[src/rtl/load_store_unit_if.sv]
// ---------------------------------------------------------------------------
// load_store_unit_if
// Data-memory bus between the load/store unit and data memory.
//   master (LSU side) : drives dmem_req, dmem_we, dmem_addr, dmem_wdata,
//                       dmem_be; samples dmem_gnt, dmem_rvalid, dmem_rdata
//   slave  (memory)   : the mirror image
// dmem_req/gnt form the request handshake; dmem_rvalid qualifies dmem_rdata,
// arriving at least one cycle after the grant of a read.
// ---------------------------------------------------------------------------
interface load_store_unit_if #(
    parameter int addr_data_width = 32
);
    logic                       dmem_req;
    logic                       dmem_we;
    logic [addr_data_width-1:0] dmem_addr;
    logic [addr_data_width-1:0] dmem_wdata;
    logic [3:0]                 dmem_be;
    logic                       dmem_gnt;
    logic                       dmem_rvalid;
    logic [addr_data_width-1:0] dmem_rdata;

    modport master (
        output dmem_req, dmem_we, dmem_addr, dmem_wdata, dmem_be,
        input  dmem_gnt, dmem_rvalid, dmem_rdata
    );

    modport slave (
        input  dmem_req, dmem_we, dmem_addr, dmem_wdata, dmem_be,
        output dmem_gnt, dmem_rvalid, dmem_rdata
    );
endinterface

[src/rtl/load_store_unit.sv]
// ---------------------------------------------------------------------------
// load_store_unit
// Memory stage after the ALU: runs one RV32I load/store per request on the
// data-memory bus and stalls the core until the access completes.
// Ports:
//   clk1, reset1       clock, asynchronous active-high reset
//   lsu_req            request, held with operands stable until lsu_done
//   lsu_we             1 = store, 0 = load
//   funct3             RV32I width/sign field
//   addr, store_data   effective byte address, rs2 data
//   load_data          formatted load result (registered, holds until next load)
//   lsu_done           one-cycle completion pulse
//   lsu_busy           stall to core
//   lsu_err            one-cycle pulse on misaligned access or illegal funct3
//   dmem               data-memory bus (master side)
// ---------------------------------------------------------------------------
module load_store_unit #(
    parameter int addr_data_width = 32
) (
    input  logic                       clk1,
    input  logic                       reset1,
    input  logic                       lsu_req,
    input  logic                       lsu_we,
    input  logic [2:0]                 funct3,
    input  logic [addr_data_width-1:0] addr,
    input  logic [addr_data_width-1:0] store_data,
    output logic [addr_data_width-1:0] load_data,
    output logic                       lsu_done,
    output logic                       lsu_busy,
    output logic                       lsu_err,
    load_store_unit_if.master          dmem
);

    typedef enum logic [2:0] {IDLE, REQ, WAIT_R, DONE, ERR} state_e;

    state_e                     state_q, state_d;
    logic [addr_data_width-1:0] addr_q, addr_d;
    logic [addr_data_width-1:0] wdata_q, wdata_d;
    logic [addr_data_width-1:0] load_data_q, load_data_d;
    logic [3:0]                 be_q, be_d;
    logic                       we_q, we_d;
    logic [2:0]                 funct3_q, funct3_d;
    logic [1:0]                 off_q, off_d;

    logic                       legal, misaligned;
    logic [3:0]                 be_new;
    logic [addr_data_width-1:0] wdata_new;
    logic [addr_data_width-1:0] load_fmt;
    logic [7:0]                 byte_sel;
    logic [15:0]                half_sel;

    // Request decode: legality, alignment, lane enables and replicated data
    always_comb begin
        legal      = 1'b0;
        misaligned = 1'b0;
        be_new     = 4'b1111;
        wdata_new  = store_data;
        case (funct3)
            3'b000, 3'b001, 3'b010: legal = 1'b1;
            3'b100, 3'b101:         legal = ~lsu_we;
            default:                legal = 1'b0;
        endcase
        case (funct3[1:0])
            2'b00: begin
                be_new    = 4'b0001 << addr[1:0];
                wdata_new = {4{store_data[7:0]}};
            end
            2'b01: begin
                misaligned = addr[0];
                be_new     = 4'b0011 << {addr[1], 1'b0};
                wdata_new  = {2{store_data[15:0]}};
            end
            default: misaligned = (addr[1:0] != 2'b00);
        endcase
    end

    // Load formatting from the lane latched at request time
    always_comb begin
        case (off_q)
            2'b00:   byte_sel = dmem.dmem_rdata[7:0];
            2'b01:   byte_sel = dmem.dmem_rdata[15:8];
            2'b10:   byte_sel = dmem.dmem_rdata[23:16];
            default: byte_sel = dmem.dmem_rdata[31:24];
        endcase
        half_sel = off_q[1] ? dmem.dmem_rdata[31:16] : dmem.dmem_rdata[15:0];
        case (funct3_q)
            3'b000:  load_fmt = {{24{byte_sel[7]}}, byte_sel};
            3'b001:  load_fmt = {{16{half_sel[15]}}, half_sel};
            3'b100:  load_fmt = {24'd0, byte_sel};
            3'b101:  load_fmt = {16'd0, half_sel};
            default: load_fmt = dmem.dmem_rdata;
        endcase
    end

    // State register
    always_ff @(posedge clk1 or posedge reset1) begin
        if (reset1) begin
            state_q     <= IDLE;
            addr_q      <= '0;
            wdata_q     <= '0;
            load_data_q <= '0;
            be_q        <= '0;
            we_q        <= 1'b0;
            funct3_q    <= '0;
            off_q       <= '0;
        end else begin
            state_q     <= state_d;
            addr_q      <= addr_d;
            wdata_q     <= wdata_d;
            load_data_q <= load_data_d;
            be_q        <= be_d;
            we_q        <= we_d;
            funct3_q    <= funct3_d;
            off_q       <= off_d;
        end
    end

    // Next-state logic; bus registers only load on IDLE -> REQ so they stay
    // stable for the whole request phase
    always_comb begin
        state_d     = state_q;
        addr_d      = addr_q;
        wdata_d     = wdata_q;
        load_data_d = load_data_q;
        be_d        = be_q;
        we_d        = we_q;
        funct3_d    = funct3_q;
        off_d       = off_q;
        case (state_q)
            IDLE: begin
                if (lsu_req) begin
                    if (!legal || misaligned) begin
                        state_d = ERR;
                    end else begin
                        state_d  = REQ;
                        addr_d   = {addr[addr_data_width-1:2], 2'b00};
                        wdata_d  = wdata_new;
                        be_d     = be_new;
                        we_d     = lsu_we;
                        funct3_d = funct3;
                        off_d    = addr[1:0];
                    end
                end
            end
            REQ: begin
                if (dmem.dmem_gnt) state_d = we_q ? DONE : WAIT_R;
            end
            WAIT_R: begin
                if (dmem.dmem_rvalid) begin
                    state_d     = DONE;
                    load_data_d = load_fmt;
                end
            end
            DONE:    state_d = IDLE;
            ERR:     state_d = IDLE;
            default: state_d = IDLE;
        endcase
    end

    // Outputs
    always_comb begin
        dmem.dmem_req   = (state_q == REQ);
        dmem.dmem_we    = we_q;
        dmem.dmem_addr  = addr_q;
        dmem.dmem_wdata = wdata_q;
        dmem.dmem_be    = be_q;
        lsu_done        = (state_q == DONE) || (state_q == ERR);
        lsu_err         = (state_q == ERR);
        lsu_busy        = lsu_req & ~lsu_done;
        load_data       = load_data_q;
    end

endmodule

[src/flat_wrapper.sv]
// flat-port wrapper written by rule: the top's interface ports become plain ports
module load_store_unit_flat 
#(
    parameter int addr_data_width = 32
)
  (clk1, reset1, lsu_req, lsu_we, funct3, addr, store_data, load_data, lsu_done, lsu_busy, lsu_err, dmem_dmem_req, dmem_dmem_we, dmem_dmem_addr, dmem_dmem_wdata, dmem_dmem_be, dmem_dmem_gnt, dmem_dmem_rvalid, dmem_dmem_rdata);
  load_store_unit_if #(.addr_data_width(addr_data_width)) dmem_i ();
  input  logic clk1;
  input  logic reset1;
  input  logic lsu_req;
  input  logic lsu_we;
  input  logic [2:0] funct3;
  input  logic [addr_data_width-1:0] addr;
  input  logic [addr_data_width-1:0] store_data;
  output logic [addr_data_width-1:0] load_data;
  output logic lsu_done;
  output logic lsu_busy;
  output logic lsu_err;
  output wire logic [$bits(dmem_i.dmem_req)-1:0] dmem_dmem_req;
  output wire logic [$bits(dmem_i.dmem_we)-1:0] dmem_dmem_we;
  output wire logic [$bits(dmem_i.dmem_addr)-1:0] dmem_dmem_addr;
  output wire logic [$bits(dmem_i.dmem_wdata)-1:0] dmem_dmem_wdata;
  output wire logic [$bits(dmem_i.dmem_be)-1:0] dmem_dmem_be;
  input wire logic [$bits(dmem_i.dmem_gnt)-1:0] dmem_dmem_gnt;
  input wire logic [$bits(dmem_i.dmem_rvalid)-1:0] dmem_dmem_rvalid;
  input wire logic [$bits(dmem_i.dmem_rdata)-1:0] dmem_dmem_rdata;
  assign dmem_dmem_req = dmem_i.dmem_req;
  assign dmem_dmem_we = dmem_i.dmem_we;
  assign dmem_dmem_addr = dmem_i.dmem_addr;
  assign dmem_dmem_wdata = dmem_i.dmem_wdata;
  assign dmem_dmem_be = dmem_i.dmem_be;
  assign dmem_i.dmem_gnt = dmem_dmem_gnt;
  assign dmem_i.dmem_rvalid = dmem_dmem_rvalid;
  assign dmem_i.dmem_rdata = dmem_dmem_rdata;
  load_store_unit #(.addr_data_width(addr_data_width)) u_core (.clk1(clk1), .reset1(reset1), .lsu_req(lsu_req), .lsu_we(lsu_we), .funct3(funct3), .addr(addr), .store_data(store_data), .load_data(load_data), .lsu_done(lsu_done), .lsu_busy(lsu_busy), .lsu_err(lsu_err), .dmem(dmem_i));
endmodule
[config.mk]
export PLATFORM = sky130hd
export DESIGN_NAME = load_store_unit_flat
export DESIGN_NICKNAME = d
export VERILOG_FILES = /design/src/rtl/load_store_unit_if.sv /design/src/rtl/load_store_unit.sv /design/src/flat_wrapper.sv
export SDC_FILE = /design/constraint.sdc
export NUM_CORES = 1
export LEC_CHECK = 0
export ABC_AREA = 1
export CELL_PAD_IN_SITES_DETAIL_PLACEMENT = 0
export CELL_PAD_IN_SITES_GLOBAL_PLACEMENT = 1
export CORE_MARGIN = 2
export CORE_UTILIZATION = 28
export DETAILED_ROUTE_END_ITERATION = 10
export PLACE_DENSITY = 0.81
export SLEW_MARGIN = 0
export SYNTH_ARGS = -nofsm -noshare
export SYNTH_HDL_FRONTEND = slang
export SYNTH_SLANG_ARGS = --single-unit
[constraint.sdc]
create_clock -name clk1 -period 3.3 [get_ports clk1]
set_clock_uncertainty 0.1 [all_clocks]
set_input_delay 0.495 -clock clk1 [delete_from_list [all_inputs] [get_ports clk1]]
set_output_delay 0.495 -clock clk1 [all_outputs]
set_load 0.01 [all_outputs]
==> results_dict.tcl, run 1 <==
set metrics [dict create \
    tightest_slew_ns 0.834 \
    report.final.hold_viol_count 0 \
    r2r-start "u_core.funct3_q[1]" \
    port_buffers 207 \
    grt_setup_unrepaired "false" \
    p_int_w 0.00420 \
    cp_num_buf_inv 1 \
    post-dp-hpwl_mm 13.2 \
    maxSlewViolCount 0 \
    r2r_setup_slack_ns 1.13 \
    required_ns 2.70 \
    synth_seq_area_share 0.477 \
    fin_crit_ns 2.45 \
    drt_iter0_drc 354 \
    pwr-share-comb 0.499 \
    drc 0 \
    holdPathEnd "u_core.dmem.dmem_wdata[8]" \
    gp_congestion 0.797 \
    power.density_nw_per_um2 840 \
    worstReg2RegEnd "u_core.load_data[30]" \
    peakVddDrop_uv 349 \
    ant_nets 0 \
    cts_buffer_depth 2 \
    hold_class "flop to flop" \
    fmax_ghz 0.409 \
    outcome "complete, no violations" \
    ctsResizeCount 0 \
    holdWs_ns 0.372 \
    cp-end-kind "primary output" \
    cts_root_buffer "clkbuf_16" \
    clk_pin_slew_ns 0.08 \
    cp_top_family "buffers and inverters" \
    ys_ff_latch 107 \
    yosysWarnings 0 \
    synth_area_leaders "dfrtp_1 48%, nand2_1 22%, nand4_1 8.0%, inv_1 4.7%, nand3_1 4.2%" \
    grt_max_degree 108 \
    synth_top_area_cell "dfrtp_1" \
    start_kind "flop" \
    setup_viol 0 \
    critPathArrivalTime_ns 1.85 \
    cts_tree "done" \
    cp_slowest_cell "clkdlybuf4s50_1" \
    drt_wl_total_mm 18.8 \
    cts.sinks 107 \
    grtUsageTotal 0.179 \
    grt_overflow 0 \
    syn_inst 783 \
    cts_setup_buffers 0 \
    grt_first_pass_wirelength_mm 30.8 \
    antenna_found_initial 1 \
    drv_cap 0 \
    crit_fanout 4 \
    die_w_um 146 \
    fin_nets 1068 \
    htreeDepth 3 \
    whs_path_depth 2 \
    regArea_um2 2680 \
    cts.hold.buffers_added 0 \
    coreArea_um2 19600 \
    synth_cell_type_count 21 \
    avgSynthCellArea_um2 7.18 \
    power_w 0.00691 \
    p_sw_frac 0.392 \
    power_switching_w 0.00271 \
    relSlewSlack 0.443 \
    numCtsBuffers 9 \
    worstSetupPathType "flop to primary output" \
    area_growth_pct 46.3 \
    floorplan.initialDensity 0.287 \
    fp.dieH_um 146 \
    fin_crit_sh 0.741 \
    multiInputGateArea_um2 2440 \
    static-leakage-power_nw 4.14 \
    die-area_um2 21200 \
    ioPinCount 210 \
    drive_gt1_frac 0.0558 \
    seqPwrFrac 0.335 \
    path_cells "nor3_1 -> clkdlybuf4s50_1" \
    hold_start "u_core.dmem.dmem_wdata[8]" \
    first_pass_iters 5 \
    num-fill-cells 2055 \
    rows 51 \
    synth_top_area_frac 0.477 \
    clk_latency_ns 0.35 \
    vias 5700 \
    avgViaCountPerCell 4.62 \
    crit_path_max_incr_delay_ns 0.62 \
    drt-wirelength-per-cell_um 15.2 \
    p_clk_frac 0.166 \
    grt_pass1_vias 5677 \
    tns_ns 0 \
    rr_worst_depth 8 \
    syn_area_um2 5620 \
]
cell usage in the layout, fill, tap and decap left out, types with 2 or more instances in the layout:
master	instances
inv_8	2
nor2_1	32
buf_4	13
clkdlybuf4s50_1	206
o21ai_0	25
inv_2	2
nand2_1	331
nor3_1	2
conb_1	2
nand3_1	47
nand4_1	72
or2_2	16
clkinvlp_4	2
inv_1	70
clkinv_4	3
clkbuf_16	9
dfrtp_1	107
a21oi_1	18
worst max path at each step:
stage	start	to	slack [ns]	cells past startpoint
floorplan	reset1	u_core.dmem.dmem_addr[10]	1.42	1
global placement	dmem_dmem_rdata[23]	u_core.load_data[30]	0.83	9
detailed placement	dmem_dmem_rdata[23]	u_core.load_data[30]	0.83	9
CTS	u_core.state_q[2]	dmem_dmem_req	0.78	2
global route	u_core.state_q[1]	lsu_done	0.72	4
finish	u_core.state_q[2]	dmem_dmem_req	0.85	2
metal layers:
| layer | vias to the layer above | share of wire | global-route usage |
|---|---|---|---|
| met4 | 0 | 0.016 | 0.0598 |
| met5 | - | 0 | 0 |
| met2 | 224 | 0.44 | 0.270 |
| met3 | 19 | 0.098 | 0.0636 |
| met1 | 2610 | 0.44 | 0.238 |
| li1 | 2847 | - | - |
synth_stat cells:
master / n
buf_2: 29
or2_2: 16
a21oi_4: 1
conb_1: 1
inv_1: 71
nand3_2: 1
dfrtp_1: 107
a31oi_1: 1
nand2_1: 331
nand3_1: 47
o21ai_0: 25
nor2_2: 1
a21oi_1: 18
clkbuf_1: 19
nand4_1: 72
inv_2: 2
nor3_1: 2
nor2_1: 33
o21ai_1: 1
buf_4: 2
buf_1: 3
cell type report:
class                      count  area share
inverter                      73      0.0338
tap                          265      0.0403
antenna                        1    0.000304
timing repair buffer         221       0.266
clock inverter                 7      0.0105
sequential                   107       0.326
clock buffer                   9      0.0274
multi-input combinational    551       0.296
worst min-delay path: stages (launching register included):
cell     delay [ns]
dfrtp_1        0.35
nand2_1        0.05
nand2_1        0.04
through the flow:
step | util | worst slack [ns] | area (um2) | instances
floorplan | - | 1.42 | 5630 | 784
detailed placement | 0.404 | 0.830 | 7910 | 1217
global route | 0.420 | 0.723 | 8220 | 1234
CTS | 0.420 | 0.783 | 8220 | 1233
global placement | 0.404 | 0.825 | 7910 | 1217
finish | 0.420 | 0.854 | 8220 | 1234
flip-flops by register name, indices dropped and copies added, names as in the netlist:
signal / flops
u_core.dmem.dmem_wdata: 32
u_core.load_data: 32
u_core.dmem.dmem_addr: 30
u_core.dmem.dmem_be: 4
u_core.funct3_q: 3
u_core.state_q: 3
u_core.off_q: 2
u_core.dmem.dmem_we: 1
power by group through the flow:
stage	sequential, W	clock, W	combinational, W
floorplan	0.00253	0	0.00148
global placement	0.00233	0	0.00345
detailed placement	0.00233	0	0.00348
CTS	0.00232	0.00119	0.00350
global route	0.00241	0.00125	0.00384
finish	0.00232	0.00115	0.00345
kinds of logic after synthesis:
kind of cell           count (synthesis)  synth area share
AND/OR/NAND/NOR                      503             0.388
buffers and inverters                126            0.0920
flip-flops                           107             0.477
AO/OA/AOI/OAI                         46            0.0432
other                                  1          0.000667
Note: power is estimated with default switching activity, not from simulation.
==> run 2: changes to the inputs <==
==> constraint.sdc (replaced) <==
create_clock -name clk1 -period 2.2 [get_ports clk1]
set_clock_uncertainty 0.1 [all_clocks]
set_input_delay 0.33 -clock clk1 [delete_from_list [all_inputs] [get_ports clk1]]
set_output_delay 0.33 -clock clk1 [all_outputs]
set_load 0.01 [all_outputs]
==> run 2 against run 1 <==
Against the previous run: count of clock-buffer cells in the layout unchanged; design area increased by 2.2%; core utilization increased by 0.92 points; largest power group unchanged.
==> results_dict.tcl, run 2 (synthesized netlist as in run 1, its figures left out) <==
set metrics [dict create \
    gp_congestion 0.820 \
    cts_tree "done" \
    drt-wirelength-per-cell_um 15.2 \
    power_switching_w 0.00418 \
    rr_worst_depth 6 \
    port_buffers 207 \
    antenna_found_initial 0 \
    design_area_um2 8400 \
    seqPwrFrac 0.331 \
    cp_slowest_cell "clkdlybuf4s50_1" \
    num-fill-cells 2048 \
    post-dp-hpwl_mm 13.3 \
    layout_common_cells "331 x nand2_1, 204 x clkdlybuf4s50_1, 106 x dfrtp_1" \
    ant_nets 0 \
    r2r-start "u_core.funct3_q[0]" \
    avgViaCountPerCell 4.63 \
    p_sw_frac 0.397 \
    p_int_w 0.00634 \
    cts_buffer_depth 2 \
    fp.dieH_um 146 \
    crit_path_max_incr_delay_ns 0.59 \
    outcome "complete, no violations" \
    peakVddDrop_uv 599 \
    final_common_cell "nand2_1" \
    cts.sinks 107 \
    placed_cell_area_um2 8080 \
    pwr-share-comb 0.506 \
    place_ws_ns 0.0373 \
    grtUsageTotal 0.180 \
    setup_viol 0 \
    drc 0 \
    rows 51 \
    r2r_setup_slack_ns 0.39 \
    path_cells "nor3_1 -> clkdlybuf4s50_1" \
    first_pass_iters 5 \
    hold_class "primary input to flop" \
    fin_crit_sh 0.960 \
    cts_root_buffer "clkbuf_16" \
    required_ns 1.77 \
    cp-end-kind "primary output" \
    diodes 0 \
    tightest_slew_ns 0.685 \
    holdPathEnd "u_core.state_q[1]" \
    worstReg2RegEnd "u_core.load_data[31]" \
    critPathArrivalTime_ns 1.68 \
    postLayoutSetupSlackWorst_ns 0.0881 \
    hold_start "lsu_req" \
    grt_overflow 0 \
    whs_path_depth 5 \
    htreeDepth 3 \
    relSlewSlack 0.542 \
    drt_wl_total_mm 18.9 \
    crit_fanout 4 \
    area_growth_pct 49.5 \
    p_clk_frac 0.163 \
    power.density_nw_per_um2 1250 \
    cp_top_family "buffers and inverters" \
    fin_crit_ns 2.11 \
    start_kind "flop" \
    die_w_um 146 \
    holdWs_ns 0.288 \
    clk_latency_ns 0.36 \
    ioPinCount 210 \
    drive_gt1_frac 0.0684 \
    coreArea_um2 19600 \
    drv_cap 0 \
    grt_max_degree 76 \
    floorplan.initialDensity 0.287 \
    clk_pin_slew_ns 0.08 \
    drt_iter0_drc 321 \
    die-area_um2 21200 \
    multiInputGateArea_um2 2440 \
    regArea_um2 2680 \
    static-leakage-power_nw 4.25 \
    numCtsBuffers 9 \
    fmax_ghz 0.474 \
    utilization 0.429 \
    cts_setup_buffers 0 \
    maxSlewViolCount 0 \
    report.final.hold_viol_count 0 \
    cp_num_buf_inv 1 \
    grt_first_pass_wirelength_mm 30.6 \
    vias 5761 \
    grt_setup_unrepaired "true" \
    grt_pass1_vias 5663 \
    worstSetupPathType "flop to primary output" \
    fin_nets 1079 \
]
## run 2: cell types whose count changed in the layout (fill, tap and decap cells not counted), sizes merged
cell | previous run | this run
dlygate4sd2 | 0 | 1
inv | 74 | 77
buf | 15 | 26
clkinvlp | 2 | 1
clkdlybuf4s50 | 206 | 204
dlymetal6s2s | 0 | 1
clkinv | 3 | 2
diode | 1 | 0
bufinv | 1 | 0
## run 2: worst max-delay path by stage
stage / cells past startpoint / end / slack (ns) / startpoint
6_report: 2 / dmem_dmem_req / 0.09 / u_core.state_q[2]
5_1_grt: 2 / dmem_dmem_req / -0.02 / u_core.state_q[2]
3_3_place_gp: 7 / u_core.dmem.dmem_wdata[27] / 0.06 / funct3[1]
3_5_place_dp: 7 / u_core.dmem.dmem_wdata[28] / 0.04 / funct3[1]
2_1_floorplan: 1 / u_core.dmem.dmem_addr[10] / 0.48 / reset1
4_1_cts: 5 / lsu_busy / 0.02 / u_core.state_q[2]
## run 2: timing repair
action / 4_1_cts / 5_1_grt
hold buffers: 0 / 0
endpoints found under the setup margin: 2 / 2
endpoints found under the hold margin: 0 / 0
resized for setup: 2 / 4
## run 2: cell type report
cell class	instances	area share
clock buffers	9	0.0268
multi-input cells	551	0.291
clock inverters	7	0.0106
inverters	73	0.0331
well taps	265	0.0395
repair buffers	232	0.280
flip-flops and latches	107	0.319
## run 2: tightest hold or removal path, cell delays in order
cell and delay [ns]:
buf_2 0.12, inv_1 0.07, nand2_1 0.05, nand2_1 0.09, a31oi_1 0.05
## run 2: per-layer routing
layer,vias up,part of all wire,GRT usage,wire (um)
met2,228,0.46,0.283,8700
met4,0,0.0095,0.0348,179
met5,-,0,0,0
li1,2872,-,-,-
met1,2643,0.42,0.235,8020
met3,18,0.11,0.0715,2000
## run 2: power by group through the flow
stage / clock network, W / registers, W / logic [W]
finish: 0.00172 / 0.00348 / 0.00532
CTS: 0.00178 / 0.00349 / 0.00538
global placement: 0 / 0.00350 / 0.00533
detailed placement: 0 / 0.00351 / 0.00536
global route: 0.00187 / 0.00361 / 0.00588
floorplan: 0 / 0.00380 / 0.00222
## run 2: metrics by stage
stage | cells | total power [W] | setup TNS (ns)
final | 1244 | 0.0105 | 0
after global routing | 1244 | 0.0114 | -0.0244
after CTS | 1244 | 0.0107 | 0
after detailed placement | 1228 | 0.00887 | 0
after global placement | 1228 | 0.00883 | 0
after floorplan | 784 | 0.00602 | 0
